**src/rtl/alu_regfile_seq.sv**
```systemverilog
// alu_regfile_seq: register file, 8-op ALU with carry/zero flags, and a
// four-state sequencer that runs one command per valid/ready transaction.
module alu_regfile_seq #(
  parameter int unsigned BIT_WIDTH = 8,
  parameter int unsigned NUM_REGS  = 4,
  localparam int unsigned ADDR_W   = $clog2(NUM_REGS)
) (
  input  logic                 clk,
  input  logic                 rst_n,
  input  logic                 cmd_valid,
  output logic                 cmd_ready,
  input  logic [2:0]           cmd_op,
  input  logic [ADDR_W-1:0]    cmd_rd,
  input  logic [ADDR_W-1:0]    cmd_ra,
  input  logic [ADDR_W-1:0]    cmd_rb,
  input  logic [BIT_WIDTH-1:0] cmd_imm,
  output logic                 res_valid,
  output logic [BIT_WIDTH-1:0] res_data,
  output logic                 carry,
  output logic                 zero,
  input  logic [ADDR_W-1:0]    dbg_addr,
  output logic [BIT_WIDTH-1:0] dbg_data
);

  localparam int unsigned SUM_W = BIT_WIDTH + 1;

  typedef enum logic [1:0] {
    ST_IDLE = 2'd0,
    ST_READ = 2'd1,
    ST_EXEC = 2'd2,
    ST_WB   = 2'd3
  } state_e;

  typedef enum logic [2:0] {
    OP_LOAD = 3'd0,
    OP_ADD  = 3'd1,
    OP_SUB  = 3'd2,
    OP_ADC  = 3'd3,
    OP_AND  = 3'd4,
    OP_OR   = 3'd5,
    OP_XOR  = 3'd6,
    OP_SHL  = 3'd7
  } op_e;

  state_e                 state_q, state_d;
  op_e                    op_q;
  logic [ADDR_W-1:0]      rd_q, ra_q, rb_q;
  logic [BIT_WIDTH-1:0]   imm_q;
  logic [BIT_WIDTH-1:0]   opa_q, opb_q;
  logic [BIT_WIDTH-1:0]   res_data_q;
  logic                   carry_q, zero_q, res_valid_q, cmd_ready_q;
  logic [BIT_WIDTH-1:0]   rf_q [NUM_REGS];

  logic                   accept, rd_en, ex_en, wb_en;
  logic [BIT_WIDTH-1:0]   alu_res;
  logic                   alu_carry;
  logic [SUM_W-1:0]       sum;

  // Sequencer state register
  always_ff @(posedge clk or negedge rst_n) begin
    if (!rst_n) state_q <= ST_IDLE;
    else        state_q <= state_d;
  end

  // Next-state decode and per-phase enables
  always_comb begin
    state_d = state_q;
    accept  = 1'b0;
    rd_en   = 1'b0;
    ex_en   = 1'b0;
    wb_en   = 1'b0;
    case (state_q)
      ST_IDLE: if (cmd_valid) begin
        accept  = 1'b1;
        state_d = ST_READ;
      end
      ST_READ: begin
        rd_en   = 1'b1;
        state_d = ST_EXEC;
      end
      ST_EXEC: begin
        ex_en   = 1'b1;
        state_d = ST_WB;
      end
      ST_WB: begin
        wb_en   = 1'b1;
        state_d = ST_IDLE;
      end
      default: state_d = ST_IDLE;
    endcase
  end

  // ALU: arithmetic at BIT_WIDTH+1 bits so the top bit is the carry/borrow
  always_comb begin
    sum       = '0;
    alu_res   = '0;
    alu_carry = carry_q;
    case (op_q)
      OP_LOAD: alu_res = imm_q;
      OP_ADD: begin
        sum       = {1'b0, opa_q} + {1'b0, opb_q};
        alu_res   = sum[BIT_WIDTH-1:0];
        alu_carry = sum[BIT_WIDTH];
      end
      OP_SUB: begin
        sum       = {1'b0, opa_q} - {1'b0, opb_q};
        alu_res   = sum[BIT_WIDTH-1:0];
        alu_carry = ~sum[BIT_WIDTH];
      end
      OP_ADC: begin
        sum       = {1'b0, opa_q} + {1'b0, opb_q} + SUM_W'(carry_q);
        alu_res   = sum[BIT_WIDTH-1:0];
        alu_carry = sum[BIT_WIDTH];
      end
      OP_AND: alu_res = opa_q & opb_q;
      OP_OR:  alu_res = opa_q | opb_q;
      OP_XOR: alu_res = opa_q ^ opb_q;
      OP_SHL: begin
        alu_res   = {opa_q[BIT_WIDTH-2:0], 1'b0};
        alu_carry = opa_q[BIT_WIDTH-1];
      end
      default: alu_res = '0;
    endcase
  end

  // Command capture, operand snapshot, result/flag registers and handshake outputs
  always_ff @(posedge clk or negedge rst_n) begin
    if (!rst_n) begin
      op_q        <= OP_LOAD;
      rd_q        <= '0;
      ra_q        <= '0;
      rb_q        <= '0;
      imm_q       <= '0;
      opa_q       <= '0;
      opb_q       <= '0;
      res_data_q  <= '0;
      carry_q     <= 1'b0;
      zero_q      <= 1'b0;
      res_valid_q <= 1'b0;
      cmd_ready_q <= 1'b1;
    end else begin
      cmd_ready_q <= (state_d == ST_IDLE);
      res_valid_q <= ex_en;
      if (accept) begin
        op_q  <= op_e'(cmd_op);
        rd_q  <= cmd_rd;
        ra_q  <= cmd_ra;
        rb_q  <= cmd_rb;
        imm_q <= cmd_imm;
      end
      if (rd_en) begin
        opa_q <= rf_q[ra_q];
        opb_q <= rf_q[rb_q];
      end
      if (ex_en) begin
        res_data_q <= alu_res;
        carry_q    <= alu_carry;
        zero_q     <= (alu_res == '0);
      end
    end
  end

  // Register file: single write port used only in write-back
  always_ff @(posedge clk or negedge rst_n) begin
    if (!rst_n)     rf_q <= '{default: '0};
    else if (wb_en) rf_q[rd_q] <= res_data_q;
  end

  assign cmd_ready = cmd_ready_q;
  assign res_valid = res_valid_q;
  assign res_data  = res_data_q;
  assign carry     = carry_q;
  assign zero      = zero_q;
  assign dbg_data  = rf_q[dbg_addr];

endmodule

```
**config.mk**
```make
export PLATFORM = sky130hd
export DESIGN_NAME = alu_regfile_seq
export DESIGN_NICKNAME = d
export VERILOG_FILES = /design/src/rtl/alu_regfile_seq.sv
export SDC_FILE = /design/constraint.sdc
export NUM_CORES = 1
export LEC_CHECK = 0
export ABC_AREA = 1
export CAP_MARGIN = 20
export CORE_ASPECT_RATIO = 0.9
export CORE_MARGIN = 2
export CORE_UTILIZATION = 53
export DETAILED_ROUTE_END_ITERATION = 16
export MAX_ROUTING_LAYER = met4
export PLACE_DENSITY = 0.78
export SLEW_MARGIN = 30
export SYNTH_ARGS = -nofsm -noshare
export SYNTH_HDL_FRONTEND = slang
export SYNTH_SLANG_ARGS = --single-unit
```
**constraint.sdc**
```tcl
create_clock -name clk -period 2.36 [get_ports clk]
set_input_delay 0.236 -clock clk [delete_from_list [all_inputs] [get_ports clk]]
set_output_delay 0.236 -clock clk [all_outputs]
set_load 0.02 [all_outputs]
```
==> results of run 1 <==
sequential cells by signal, indices dropped and copies added, names as in the netlist:
| signal | count |
|---|---|
| carry | 1 |
| cmd_ready | 1 |
| imm_q | 8 |
| op_q | 3 |
| opa_q | 8 |
| opb_q | 8 |
| ra_q | 2 |
| rb_q | 2 |
| rd_q | 2 |
| res_data | 8 |
| res_valid | 1 |
| rf_q | 32 |
| state_q | 2 |
| zero | 1 |
placed cells by master (no fill, tap or decap), types with 2 or more instances in the layout:
master	instances
sky130_fd_sc_hd__nand2_1	163
sky130_fd_sc_hd__inv_1	84
sky130_fd_sc_hd__dfrtp_1	77
sky130_fd_sc_hd__o21ai_0	74
sky130_fd_sc_hd__nor2_1	62
sky130_fd_sc_hd__a21oi_1	55
sky130_fd_sc_hd__nand3_1	48
sky130_fd_sc_hd__clkdlybuf4s50_1	40
sky130_fd_sc_hd__buf_4	40
sky130_fd_sc_hd__ha_1	23
sky130_fd_sc_hd__o211ai_1	17
sky130_fd_sc_hd__a31oi_1	17
sky130_fd_sc_hd__clkbuf_8	9
sky130_fd_sc_hd__nand2_2	8
sky130_fd_sc_hd__mux2_2	7
sky130_fd_sc_hd__nand4_1	7
sky130_fd_sc_hd__nand3_2	6
sky130_fd_sc_hd__nor2_2	6
sky130_fd_sc_hd__inv_2	5
sky130_fd_sc_hd__ha_4	5
sky130_fd_sc_hd__clkinvlp_4	3
sky130_fd_sc_hd__nor2_4	3
sky130_fd_sc_hd__o22ai_1	3
sky130_fd_sc_hd__nor3_1	3
sky130_fd_sc_hd__a21oi_2	2
sky130_fd_sc_hd__o21ai_1	2
sky130_fd_sc_hd__nand3b_1	2
sky130_fd_sc_hd__o21bai_1	2
sky130_fd_sc_hd__a21boi_0	2
sky130_fd_sc_hd__fa_2	2
sky130_fd_sc_hd__ha_2	2
sky130_fd_sc_hd__inv_6	2
sky130_fd_sc_hd__buf_6	2
layer usage:
metal / track usage (%) / vias to the layer above / routed length [um]
met3: 4.87 / 28 / 1020
met4: 10.9 / 0 / 325
li1: - / 2540 / -
met2: 47.0 / 208 / 7200
met1: 43.2 / 2483 / 6910
met5: - / - / 0
timing repair:
action / in CTS / in global routing
buffers inserted: 2 / 5
hold buffers: 0 / 1
pin swaps: 0 / 15
resized for setup: 4 / 45
hold endpoints to repair: 0 / 78
endpoints found under the setup margin: 4 / 7
worst register-to-register path: cells and delay by family (launching register included):
kind,cells,cell delay [ps]
compound gates,2,260
simple gates,8,710
flops,1,430
fa+ha+maj,2,770
buf+inv,1,110
stage by stage:
step,worst slack (ps),instances,instance area (um^2),util [%]
6_report,7.99,925,6380,66.0
5_1_grt,-162,925,6380,66.0
4_1_cts,3.82,919,6140,63.6
3_5_place_dp,-90.0,901,5940,61.5
3_3_place_gp,-2.54,901,5940,61.5
2_1_floorplan,116,730,5240,-
cells by family after synthesis:
kind of cell / synth area share (%)
AOI/OAI and AO/OA: 18.6
xor gates and xnor gates: 0.335
adders and majority gates: 7.93
buffers and inverters: 9.27
DFF: 37.8
muxes: 1.51
and+or+nand+nor: 24.6
worst paths after layout:
path | start | end | slack (ps) | cells after the start
hold / removal | cmd_imm[0] | imm_q[0] | 450 | 3
hold reg to reg | rf_q[23] | rf_q[23] | 500 | 2
setup / recovery | opa_q[0] | res_data[7] | 8 | 13
max in group asynchronous | rst_n | opb_q[1] | 1370 | 2
min in group asynchronous | rst_n | rf_q[13] | 470 | 2
setup reg to reg | opa_q[0] | res_data[7] | 8 | 13
area by class of cell:
cell class | instances | area [um^2] | area share, %
multi-input combinational | 529 | 2960 | 46.4
sequential | 79 | 1980 | 31.0
timing repair buffer | 84 | 753 | 11.8
inverter | 91 | 348 | 5.46
tap | 126 | 158 | 2.47
clock buffer | 10 | 128 | 2.00
clock inverter | 6 | 52.6 | 0.824
==> out/qor.txt, run 1 <==
count of state elements after synthesis: 79
number of input and output port buffers inserted: 41
Synth Warn #: 0
clock tree skew after final layout: 16.2 ps
outcome: finished, final reports clean
CP Capture Type: flop
die outline height: 98.3 um
largest net degree at the start of global routing: 80
detailed-placement wirelength estimate: 11400 um
GRT Residual Overflow: 0
vias in the first global route: 5037
cells after synthesis: 730
Crit Path Category: reg2reg
slowest CP cell: sky130_fd_sc_hd__fa_2
distinct cell type count of the synthesized netlist: 32
Die Width: 109 um
insertion delay of the later-clocked pin in the worst-skew pair: 360 ps
Setup Viol. Count Final: 0
Max Fclk: 425 MHz
wire length of the first global-routing pass: 25100 um
Max Cap Violations: 0
worst hold path class: in2reg
count of nets after finishing: 848
Buf+Inv Stages, Crit Path: 1
number of flops mapped to enable cells by yosys: 0
clock input transition at the sequential cells of the worst setup and hold paths: 100 ps
largest area contributor in the netlist: sky130_fd_sc_hd__dfrtp_1
# H-tree levels: 3
buffer type at the clock tree root: sky130_fd_sc_hd__clkbuf_8
ANT cells: 0
fraction of layout cells with a size suffix above 1: 14.1%
total negative setup slack: 0 ps
Post-DRT Antenna Nets: 0
drt first-iter violations: 423
area grow syn2layout: 21.8%
DR WL/cell: 16.7 um
top cell types by occurrence after synthesis: 171 x sky130_fd_sc_hd__nand2_1, 87 x sky130_fd_sc_hd__inv_1, 78 x sky130_fd_sc_hd__dfrtp_1
min cycle time layout: 2350 ps
Req. time, crit path: 2640 ps
number of top-level pins: 42
transition time at the pin with the least slew margin: 708 ps
Longest Clk Path Bufs: 2
critical path launch point type: flop
dominant cells by area after synthesis: sky130_fd_sc_hd__dfrtp_1 37%, sky130_fd_sc_hd__nand2_1 12%, sky130_fd_sc_hd__o21ai_0 7.4%, sky130_fd_sc_hd__ha_1 7.2%, sky130_fd_sc_hd__inv_1 6.2%
Detailed Routing Iterations Pass 1: 5
sequential cell area fraction in the yosys report: 37.8%
final WL: 15500 um
Mapped Avg Cell Area: 7.17 um^2
RSZ-0062 raised after global routing: true
Mapped Nets: 784
number of slew-limit violations in the final report: 0
number of clock buffers inserted by TritonCTS: 9
antenna violations before repair: 0
Most common cell on crit path: sky130_fd_sc_hd__nand2_2
initial core utilization: 54.2%
gp weighted congestion: 0.952
delay-heaviest family, CP: adder cells
final worst path period share: 99.7%
leading cell type by number of instances after synthesis: sky130_fd_sc_hd__nand2_1
total via count after detailed routing: 5259
clock tree from TritonCTS: built
clock sink total: 79
area of the die: 10700 um^2
endpoint arrival time on the critical path: 2630 ps
ordered cell list for the critical path: ha_4, fa_2, buf_6, nand2_4, nor2_4, nand3_2, nor2_2, nand2_2, o21ai_1, nand3_1, nand2_1, nand2_2, o21ai_2
GRT Total Usage: 31.3%
Core Footprint: 9660 um^2
normalized max-slew margin: 52.8%
Final Hold Fails: 0
Synth async-reset ratio: 100%
post-detailed-route DRC marker count: 0
biggest fanout along the worst timing path: 3
synthesized cell area: 5240 um^2
area share of the largest cell type after synthesis: 37.3%
FP Rows: 34
CP peak stage delay: 570 ps
Filler cells: 843
leading register cell type out of synthesis: sky130_fd_sc_hd__dfrtp_1
Vias per Instance: 5.69
Min Hold Slack: 447 ps
Power of run 1 is not shown: default switching activity piles up to over one toggle a cycle in this logic, so the estimate is an artifact.
==> run 2: changes to the inputs <==
==> constraint.sdc (replaced) <==
create_clock -name clk -period 2.36 [get_ports clk]
set_input_delay 0.236 -clock clk [delete_from_list [all_inputs] [get_ports clk]]
set_output_delay 0.236 -clock clk [all_outputs]
set_load 0.005 [all_outputs]
==> run 2 against run 1 <==
Clock-buffer cell count unchanged. Flip-flop and latch count unchanged. Core utilization increased by 0.51 points. Final cell count increased by 1.5%. Critical path depth increased by 5. Sequential share of layout area decreased by 0.22 points. Final area increased by 0.77%. Global-route usage increased by 0.052 points. Critical endpoint is now zero. Critical path type unchanged. Register-to-register slack about the same. Die area unchanged.
==> out/qor.txt, run 2 (synthesis gave the netlist of run 1 again) <==
Vias per Instance: 5.63 (-0.89%)
clock tree from TritonCTS: built
FP Rows: 34 (unchanged)
die outline height: 98.3 um (unchanged)
endpoint arrival time on the critical path: 2640 ps (about the same)
Die Width: 109 um (unchanged)
CP Capture Type: flop
gp weighted congestion: 0.966 (+1.5%)
clock tree skew after final layout: 14.9 ps (-1.38 ps)
min cycle time layout: 2350 ps (-6.67 ps)
clock input transition at the sequential cells of the worst setup and hold paths: 90 ps (about the same)
transition time at the pin with the least slew margin: 762 ps (+53.9 ps)
slowest CP cell: sky130_fd_sc_hd__fa_2
leading cell type in the layout, fill and taps excluded: sky130_fd_sc_hd__nand2_1
clock sink total: 79 (unchanged)
Max Cap Violations: 0 (unchanged)
vias in the first global route: 4978 (-1.2%)
buffer type at the clock tree root: sky130_fd_sc_hd__clkbuf_8
biggest fanout along the worst timing path: 3 (unchanged)
Filler cells: 827 (-1.9%)
drt first-iter violations: 490 (+16%)
post-detailed-route DRC marker count: 0 (unchanged)
antenna violations before repair: 0 (unchanged)
Core Footprint: 9660 um^2 (unchanged)
Final Hold Fails: 0 (unchanged)
max FFs per register: 32 (unchanged)
initial core utilization: 54.2% (unchanged)
Max Fclk: 426 MHz (+0.28%)
CP peak stage delay: 510 ps (-60 ps)
peak supply drop: 0.988 mV
Setup WS post-layout: 14.7 ps (+6.67 ps)
Longest Clk Path Bufs: 2 (unchanged)
Largest Register: rf_q
area of the die: 10700 um^2 (unchanged)
Setup Viol. Count Final: 0 (unchanged)
worst hold path class: in2async
# H-tree levels: 3 (unchanged)
number of top-level pins: 42 (unchanged)
area grow syn2layout: 22.7%
GRT Total Usage: 31.4% (+0.052 points)
wire length of the first global-routing pass: 25100 um (-0.25%)
RSZ-0062 raised after global routing: true
total negative setup slack: 0 ps (unchanged)
Detailed Routing Iterations Pass 1: 5 (unchanged)
top library cells by usage in the layout, fill and taps aside: 166 x sky130_fd_sc_hd__nand2_1, 84 x sky130_fd_sc_hd__inv_1, 76 x sky130_fd_sc_hd__dfrtp_1, 75 x sky130_fd_sc_hd__o21ai_0, 65 x sky130_fd_sc_hd__nor2_1
post-place setup slack: -120 ps (-29.5 ps)
largest net degree at the start of global routing: 45 (-44%)
total via count after detailed routing: 5291 (+0.61%)
insertion delay of the later-clocked pin in the worst-skew pair: 350 ps (about the same)
leakage power total: 0.00309 uW
power density of the placed cells: 1730 nW/um^2
GRT Residual Overflow: 0 (unchanged)
critical path launch point type: flop
DR WL/cell: 16.4 um (-1.8%)
ANT cells: 0 (unchanged)
final WL: 15400 um (-0.30%)
final cell utilization of the core: 66.5% (+0.51 points)
Crit Path Category: reg2reg
count of nets after finishing: 862 (+1.7%)
Most common cell on crit path: sky130_fd_sc_hd__nand2_1
fraction of layout cells with a size suffix above 1: 15.0% (+0.86 points)
detailed-placement wirelength estimate: 11800 um (+3.9%)
number of slew-limit violations in the final report: 0 (unchanged)
ordered cell list for the critical path: buf_4, buf_4, ha_2, fa_2, inv_1, nand2_1, nand2_1, nor2_1, nand2_1, nand2_2, nand2_1, nor2_1, nand2_1, nor2_1, nand2_1, nor2_1, nand2_1, nand2_1
normalized max-slew margin: 49.1% (-3.7 points)
number of clock buffers inserted by TritonCTS: 9 (unchanged)
final worst path period share: 99.4% (-0.28 points)
Post-DRT Antenna Nets: 0 (unchanged)
Req. time, crit path: 2650 ps (about the same)
number of input and output port buffers inserted: 41 (unchanged)
outcome: finished, final reports clean
-- run 2: area by class of cell --
type / instances / area (um^2) / share of cell area [%]
clock inverter: 6 / 52.6 / 0.818
tap: 126 / 158 / 2.45
timing repair buffer: 98 / 851 / 13.2
sequential: 79 / 1980 / 30.8
inverter: 91 / 344 / 5.36
clock buffer: 10 / 138 / 2.14
multi-input combinational: 529 / 2900 / 45.2
-- run 2: metal layers --
metal / vias to the layer above / share of wire (%) / global-route usage (%)
met5: - / 0 / -
met2: 238 / 47 / 48.0
met3: 45 / 6.3 / 3.94
met4: 0 / 4.0 / 13.5
li1: 2559 / - / -
met1: 2449 / 43 / 42.0
-- run 2: critical path, delay by kind of cell (launching register included) --
kind                       cells  cell delay [ps]
DFF                            1              390
buffers and inverters          3              300
and+or+nand+nor               13              900
adders and majority gates      2              690
-- run 2: path summary, 6_finish.rpt --
| kind | startpoint | slack (ps) | cells past startpoint | endpoint |
|---|---|---|---|---|
| hold reg to reg | rf_q[23] | 490 | 2 | rf_q[23] |
| setup reg to reg | opb_q[0] | 10 | 18 | zero |
| setup / recovery | opb_q[0] | 10 | 18 | zero |
| max in group asynchronous | rst_n | 1240 | 3 | opb_q[1] |
| min in group clk | cmd_op[2] | 460 | 3 | op_q[2] |
| hold / removal | rst_n | 400 | 2 | rf_q[21] |
-- run 2: metrics by stage --
stage / area (um^2) / hold WS (ps) / cells / total power [uW]
floorplan: 5240 / -59.6 / 730 / 6800
global placement: 6050 / 248 / 916 / 9400
detailed placement: 6050 / 257 / 916 / 9540
CTS: 6320 / 420 / 936 / 10700
global route: 6420 / 439 / 939 / 12100
finish: 6420 / 403 / 939 / 11100
-- run 2: what timing repair did --
action,4_1_cts,5_1_grt
pin swaps,13,12
resized for setup,15,20
setup endpoints to repair,4,6
setup buffers,3,3
hold endpoints to repair,41,0
hold buffers,1,0
-- run 2: where the power goes --
part | total, uW | internal (uW) | switching [uW] | leakage, uW
clock | 949 | 425 | 523 | 0.0000910
combinational | 7390 | 3040 | 4350 | 0.00204
sequential | 2760 | 2010 | 747 | 0.000960
total | 11100 | 5480 | 5620 | 0.00309
No activity file was read; power rests on OpenSTA's default activity.
